**src/rtl/sm4_ctrl.sv**
```systemverilog
// sm4_ctrl: job sequencer in front of an sm4_top cipher core.
// Takes one request at a time, presents key/data to the core, waits for
// key expansion, starts the cipher, then holds the result on a valid/ready
// response port until the requester takes it.
//
// Build option: define SM4_CTRL_WDOG_EN to bound each core wait (KEYWAIT and
// RUN) to WDOG_CYCLES cycles. A timed-out job returns rsp_data=0, rsp_err=1
// and is not counted in jobs_done. Without the macro both waits are unbounded
// and rsp_err is constant 0.
//
// state   | meaning
// IDLE    | ready for a request, req_ready=1
// LOAD    | one-cycle core_load pulse, key/data presented to the core
// KEYWAIT | waiting for key expansion; first cycle ignores a stale ready
// START   | one-cycle core_start pulse
// RUN     | waiting for the cipher result; first cycle ignores a stale ready
// RESP    | result held with rsp_valid=1 until rsp_ready
module sm4_ctrl #(
  parameter int WDOG_CYCLES = 255
) (
  input  logic         clk,
  input  logic         reset,
  // requester side
  input  logic         req_valid,
  output logic         req_ready,
  input  logic         req_decrypt,
  input  logic [127:0] req_data,
  input  logic [127:0] req_key,
  // response side
  output logic         rsp_valid,
  input  logic         rsp_ready,
  output logic [127:0] rsp_data,
  output logic         rsp_err,
  output logic [15:0]  jobs_done,
  // core side
  output logic         core_load,
  output logic         core_start,
  output logic         core_sel,
  output logic [127:0] core_data,
  output logic [127:0] core_key,
  input  logic         core_key_ready,
  input  logic         core_ready,
  input  logic [127:0] core_result
);

  localparam logic [2:0] S_IDLE    = 3'd0;
  localparam logic [2:0] S_LOAD    = 3'd1;
  localparam logic [2:0] S_KEYWAIT = 3'd2;
  localparam logic [2:0] S_START   = 3'd3;
  localparam logic [2:0] S_RUN     = 3'd4;
  localparam logic [2:0] S_RESP    = 3'd5;

  // The first-cycle ignore and the watchdog compare both assume at least two
  // cycles of wait are allowed.
  if (WDOG_CYCLES < 2) begin : g_wdog_range
    $error("sm4_ctrl: WDOG_CYCLES must be at least 2");
  end

  logic [2:0]   state;
  logic [2:0]   state_nxt;
  logic         first_q;
  logic         hold_sel;
  logic [127:0] hold_data;
  logic [127:0] hold_key;
  logic [127:0] rsp_data_q;
  logic [15:0]  jobs_q;
  logic         key_done;
  logic         run_done;
  logic         wdog_to;

  // Ready is only trusted after the first cycle in each wait state, because
  // the core leaves its ready flags high from the previous job.
  assign key_done = (state == S_KEYWAIT) && !first_q && core_key_ready;
  assign run_done = (state == S_RUN)     && !first_q && core_ready;

`ifdef SM4_CTRL_WDOG_EN
  localparam int WDOG_W = $clog2(WDOG_CYCLES + 1);
  localparam logic [WDOG_W-1:0] WDOG_LAST = WDOG_W'(WDOG_CYCLES - 1);

  logic [WDOG_W-1:0] wdog_cnt;
  logic              wdog_expired;
  logic              rsp_err_q;

  // The count holds the number of cycles already spent in the wait state,
  // so the last permitted cycle is WDOG_CYCLES-1 and the exit edge makes it
  // WDOG_CYCLES. A ready on that same cycle wins over the timeout.
  assign wdog_expired = ((state == S_KEYWAIT) || (state == S_RUN)) &&
                        (wdog_cnt == WDOG_LAST);
  assign wdog_to      = wdog_expired && !key_done && !run_done;

  // Watchdog counter: cleared on the way into each wait state, counts inside.
  always_ff @(posedge clk) begin
    if (reset) begin
      wdog_cnt <= '0;
    end else if ((state == S_KEYWAIT) || (state == S_RUN)) begin
      wdog_cnt <= wdog_cnt + 1'b1;
    end else begin
      wdog_cnt <= '0;
    end
  end

  // Error flag: cleared by a real result, set by a timeout, held through RESP.
  always_ff @(posedge clk) begin
    if (reset) begin
      rsp_err_q <= 1'b0;
    end else if (run_done) begin
      rsp_err_q <= 1'b0;
    end else if (wdog_to) begin
      rsp_err_q <= 1'b1;
    end
  end

  assign rsp_err = rsp_err_q;
`else
  assign wdog_to = 1'b0;
  assign rsp_err = 1'b0;
`endif

  // Next-state decode.
  always_comb begin
    state_nxt = state;
    case (state)
      S_IDLE: begin
        if (req_valid) begin
          state_nxt = S_LOAD;
        end
      end
      S_LOAD: begin
        state_nxt = S_KEYWAIT;
      end
      S_KEYWAIT: begin
        if (key_done) begin
          state_nxt = S_START;
        end else if (wdog_to) begin
          state_nxt = S_RESP;
        end
      end
      S_START: begin
        state_nxt = S_RUN;
      end
      S_RUN: begin
        if (run_done || wdog_to) begin
          state_nxt = S_RESP;
        end
      end
      S_RESP: begin
        if (rsp_ready) begin
          state_nxt = S_IDLE;
        end
      end
      default: begin
        state_nxt = S_IDLE;
      end
    endcase
  end

  // State register plus the first-cycle marker for the two wait states.
  // LOAD and START always lead into KEYWAIT and RUN, so the marker is simply
  // "previous state was LOAD or START".
  always_ff @(posedge clk) begin
    if (reset) begin
      state   <= S_IDLE;
      first_q <= 1'b0;
    end else begin
      state   <= state_nxt;
      first_q <= (state == S_LOAD) || (state == S_START);
    end
  end

  // Request holding registers; they feed the core directly and only change
  // when a new job is accepted.
  always_ff @(posedge clk) begin
    if (reset) begin
      hold_sel  <= 1'b0;
      hold_data <= '0;
      hold_key  <= '0;
    end else if ((state == S_IDLE) && req_valid) begin
      hold_sel  <= req_decrypt;
      hold_data <= req_data;
      hold_key  <= req_key;
    end
  end

  // Result register: core output on completion, zero on a watchdog abort.
  always_ff @(posedge clk) begin
    if (reset) begin
      rsp_data_q <= '0;
    end else if (run_done) begin
      rsp_data_q <= core_result;
    end else if (wdog_to) begin
      rsp_data_q <= '0;
    end
  end

  // Completed-job counter; only successful handshakes count, wraps naturally.
  always_ff @(posedge clk) begin
    if (reset) begin
      jobs_q <= '0;
    end else if ((state == S_RESP) && rsp_ready && !rsp_err) begin
      jobs_q <= jobs_q + 16'd1;
    end
  end

  // req_ready is gated by reset so it stays low for the whole reset window,
  // including the cycle before the first clock edge has moved the FSM.
  assign req_ready  = (state == S_IDLE) && !reset;
  assign rsp_valid  = (state == S_RESP);
  assign rsp_data   = rsp_data_q;
  assign jobs_done  = jobs_q;
  assign core_load  = (state == S_LOAD);
  assign core_start = (state == S_START);
  assign core_sel   = hold_sel;
  assign core_data  = hold_data;
  assign core_key   = hold_key;

endmodule

```
**config.mk**
```make
export PLATFORM = sky130hd
export DESIGN_NAME = sm4_ctrl
export DESIGN_NICKNAME = d
export VERILOG_FILES = /design/src/rtl/sm4_ctrl.sv
export SDC_FILE = /design/constraint.sdc
export NUM_CORES = 1
export LEC_CHECK = 0
export ABC_AREA = 0
export CAP_MARGIN = 20
export CORE_AREA = 10 10 305 307
export DETAILED_ROUTE_END_ITERATION = 10
export DIE_AREA = 0 0 315 317
export HOLD_SLACK_MARGIN = 0.15
export PLACE_DENSITY = 0.43
export SYNTH_ARGS = -nofsm -noshare
export SYNTH_HDL_FRONTEND = slang
export SYNTH_SLANG_ARGS = --single-unit
```
**constraint.sdc**
```tcl
create_clock -name clk -period 4.6 [get_ports clk]
set_input_delay 0.69 -clock clk [delete_from_list [all_inputs] [get_ports clk]]
set_output_delay 0.69 -clock clk [all_outputs]
set_load 0.02 [all_outputs]
```
Word level (Yosys, flattened, before mapping)
Index checks and enable logic that the tools add are counted.
- register bits after elaboration: 405
- input bits: 391
- output and inout bits: 406
- word-level logic and storage cells: 34
- $add $sub $neg: 1
- eq/ne operators: 9
- muxes and demuxes: 5
- reduce and logical (&&, ||, !) cells: 12
- operators by type and width (operator ; count):
    3-bit one-hot mux with 6 select lines ; 1
    16-bit by 1-bit adder with 16-bit output (second input constant) ; 1
    3-bit two-way mux ; 4
    1-bit logical AND ; 7
    3-bit by 2-bit equality test with 1-bit output (second input constant) ; 2
    3-bit equality test (second input constant) ; 2
    2-bit inequality test (second input constant) ; 3
    4-bit AND reduction ; 1
    3-bit by 1-bit equality test with 1-bit output (second input constant) ; 1
    3-bit zero test ; 1
    1-bit zero test ; 2
    2-bit by 1-bit inequality test with 1-bit output (second input constant) ; 1
    1-bit logical OR ; 1

Logic depth before layout (Yosys ltp)
- word-level depth: 5
- depth in mapped cells: 8
- gate-level depth less buffers: 5

Worst setup path after synthesis
OpenSTA, ideal clock, no wires.
- path type: input -> output
- start: in reset
- end: out req_ready
- arrival: 1.696 ns
- data required time: 3.910 ns
- path slack: 2.214 ns
- cell stages on the path: 3
- buffers on the path: 2
- cell sequence: clkbuf_1 > buf_1 > nor4_1
- longest elaborated chain between the ends: 2
- ends and longest elaborated chain (item ; line ; source):
    from (decl) ; 22 ; input logic reset,
    1-bit zero test ; 206 ; assign req_ready = (state == S_IDLE) && !reset;
    1-bit logical AND ; 206 ;
    to (decl) ; 25 ; output logic req_ready,
No other way between the ends.

Worst setup path in the final report
- start: reg state[0]
- end: out rsp_valid
- longest elaborated chain between the ends: 1
- ends and longest elaborated chain (item ; line ; source):
    from (decl) ; 59 ; logic [2:0] state;
    from (signal assigned) ; 165 ; state <= state_nxt;
    3-bit equality test ; 207 ; assign rsp_valid = (state == S_RESP);
    to (decl) ; 30 ; output logic rsp_valid,
No other way between the ends.

==> results.py <==
metrics = {
    "yosys": {
        "yosysMostFrequentCell": "nand2_1",
        "synth_fp_nets": 2179,
        "synth_top_area_share": 0.5783,
        "synthCells": 1787,
        "synthTopCellsByCount": "nand2_1 (777), dfxtp_1 (405), a21oi_1 (395)",
        "ys_seq_area_frac": 0.5783,
        "netlist_area_mm2": 0.01402,
        "ys.warnings.count": 0,
        "synth_top_cell_by_area": "dfxtp_1",
        "yosysUniqueCellTypes": 34,
        "async_flop_share": 0,
        "synth_area_leaders": "dfxtp_1 (58%), nand2_1 (21%), a21oi_1 (14%)",
        "ys_seq_elements": 405,
        "synth_edf_count": 0,
        "ys.flop_type": "dfxtp_1",
        "avgSynthCellArea_um2": 7.845,
    },
    "timing": {
        "slew-limit-headroom": 0.2399,
        "maxSlewViolCount": 0,
        "worstMarginPinSlew_ns": 1.140,
        "skew_ns": 0.01441,
        "hold_viol": 0,
        "fin_tns_setup_ns": 0,
        "fin_hold_ws_ns": 0.4513,
        "setup_viol": 0,
        "rsz0062_at_grt": "false",
        "fmax_ghz": 0.3407,
        "min_period_ns": 2.936,
        "fin_crit_sh": 0.6382,
        "fin_ws_ns": 1.664,
    },
    "setup_path": {
        "regToRegEndpoint": "core_data[0]",
        "criticalPathCategory": "flip-flop to primary output",
        "worstPathArrival_ns": 2.25,
        "r2r_setup_slack_ns": 2.37,
        "cpMaxStageDelayCell": "clkdlybuf4s50_1",
        "start_kind": "flip-flop",
        "cp_cell_sequence": "nand3b_1 > inv_1 > clkdlybuf4s50_1",
        "crit_buf_inv": 2,
        "crit_family": "buffers and inverters",
        "cp-startpoint": "state[0]",
        "reg2reg_depth": 5,
        "rr_startpoint": "state[0]",
        "max_stage_delay_ns": 0.68,
        "worstPathMaxFanout": 8,
        "crit_path_end_kind": "primary output",
        "worstPathRequired_ns": 3.91,
    },
    "layout": {
        "post-route-util": 0.2870,
        "nets": 2917,
        "drive_gt1_frac": 0.04254,
        "area_delta_synth_final_pct": 77.29,
        "nFillCells": 9322,
    },
    "global_route": {
        "track_usage": 0.1324,
        "grt_pass1_vias": 14970,
        "antenna_found_initial": 11,
        "grt_max_degree": 186,
        "grt-ovfl-total": 0,
        "grt_first_pass_wirelength_um": 100500,
    },
    "placement": {
        "place_ws_ns": 1.627,
        "io_buffer_count": 795,
        "post-dp-hpwl_um": 54030,
        "gp_congestion": 0.8343,
    },
    "clock_tree": {
        "clock-root-buffer": "clkbuf_16",
        "path_clk_slew_ns": 0.06,
        "cts.sinks": 405,
        "ctsResizeCount": 0,
        "ctsHoldBuffers": 0,
        "cts_setup_buffers": 0,
        "clockBufferDepth": 3,
        "cts_tree": "done",
        "ctsHtreeMaxLevel": 2,
        "insertion_delay_ns": 0.58,
        "numCtsBuffers": 50,
    },
    "power": {
        "power.switching_uw": 2672,
        "ir_worst_vdd_uv": 213.5,
        "combPwrFrac": 0.192,
        "p_per_area_mw_per_mm2": 386.6,
        "pwr-share-clk": 0.407,
        "power_uw": 9609,
        "p_leak_uw": 0.008618,
        "swShare": 0.2781,
        "seqPwrFrac": 0.402,
        "intPower_uw": 6937,
    },
    "floorplanning": {
        "coreArea_mm2": 0.08662,
        "start_util": 0.1619,
        "io_pins": 797,
        "die_area_mm2": 0.09986,
        "core.rowCount": 108,
        "die_y_um": 317,
        "fp.dieW_um": 315,
    },
    "drt": {
        "first_iter_violations": 682,
        "avgRoutedWirePerCell_um": 19.06,
        "wirelength_um": 70990,
        "ant_nets": 0,
        "routed_via_density": 3.933,
        "drc": 0,
        "vias": 14650,
        "firstDrtPassIters": 5,
    },
    "run": {
        "drv_cap": 0,
    },
    "run_status": {
        "status": "finished, final reports clean",
    },
    "hold_path": {
        "min_from": "rsp_data[40]",
        "hold_depth": 2,
        "holdPathEnd": "rsp_data[40]",
        "hold_class": "flip-flop to flip-flop",
    },
}
-- power groups by stage --
| stage | sequential, uW | clock [uW] | combinational (uW) |
|---|---|---|---|
| global route | 3890 | 4210 | 1990 |
| detailed placement | 3940 | 0 | 1880 |
| finish | 3860 | 3910 | 1840 |
| floorplan | 4190 | 0 | 536 |
| global placement | 3930 | 0 | 1870 |
| CTS | 3860 | 4090 | 1880 |
-- cell families (layout without fill, tap and decap cells) --
| logic type | after synthesis | in the layout | share of synthesized area |
|---|---|---|---|
| buf+inv | 138 | 913 | 0.03998 |
| flops | 405 | 405 | 0.5783 |
| other cells | 1 | 8 | 0.0002675 |
| xor+xnor | 9 | 9 | 0.005622 |
| simple gates | 830 | 830 | 0.2308 |
| compound gates | 403 | 403 | 0.1441 |
| fa+ha+maj | 1 | 1 | 0.0008923 |
-- layout make-up --
type | instances | area, um2 | area share
Inverter | 4 | 15.01 | 0.0006041
Clock buffer | 76 | 1500 | 0.06036
Multi-Input combinational cell | 1244 | 5365 | 0.2159
Antenna cell | 7 | 17.52 | 0.0007048
Clock inverter | 13 | 121.4 | 0.004883
Sequential cell | 405 | 8108 | 0.3262
Timing Repair Buffer | 820 | 8283 | 0.3332
Tap cell | 1155 | 1445 | 0.05814
-- state kept, by name, summed over array words and instances, names as in the netlist --
name       count
core_data    128
core_key     128
core_sel       1
first_q        1
jobs_done     16
rsp_data     128
state          3
-- placed cells by master, fill, tap and decap left out, types with 2 or more instances in the layout --
master and instances:
clkbuf_8 13, o21ai_0 6, buf_12 9, diode_2 7, or3_1 4, nor2_1 15, nor3_1 4, inv_1 4
xor2_1 4, clkdlybuf4s50_1 794, nor4_1 2, a21oi_1 395, nand3_1 8, xnor2_1 5, bufinv_16 2, clkbuf_1 12
nand2b_1 2, buf_4 15, clkbuf_16 51, dfxtp_1 405, nand2_1 776, nand4_1 6, clkinv_2 9, or4_4 2
-- worst reg2reg max path: cells and delay by family, from the launching register on --
family	cells	cell delay, ns
AOI/OAI and AO/OA	1	0.16
and+or+nand+nor	3	0.90
buffers and inverters	1	0.52
DFF	1	0.56
-- through the flow --
stage	area, um2	std cells
4_1_cts	24810	3716
2_1_floorplan	14020	1787
3_5_place_dp	23190	3627
3_3_place_gp	23190	3627
5_1_grt	24850	3722
6_report	24860	3724
-- per-layer routing --
metal  track usage  part of all wire
met5             0           0.00038
met1        0.1357              0.36
met3       0.05706              0.10
met2        0.2366              0.51
met4       0.04967             0.035
-- worst max-delay path by stage --
stage                     slack (ns)             to  cells past startpoint
after global placement          1.60  core_data[28]                      6
after global routing            1.52      rsp_valid                      3
after detailed placement        1.63  core_key[123]                      6
after floorplan                 2.21      req_ready                      3
final                           1.66      rsp_valid                      3
after CTS                       1.58      rsp_valid                      3
Power figures use the tool's default switching activity.
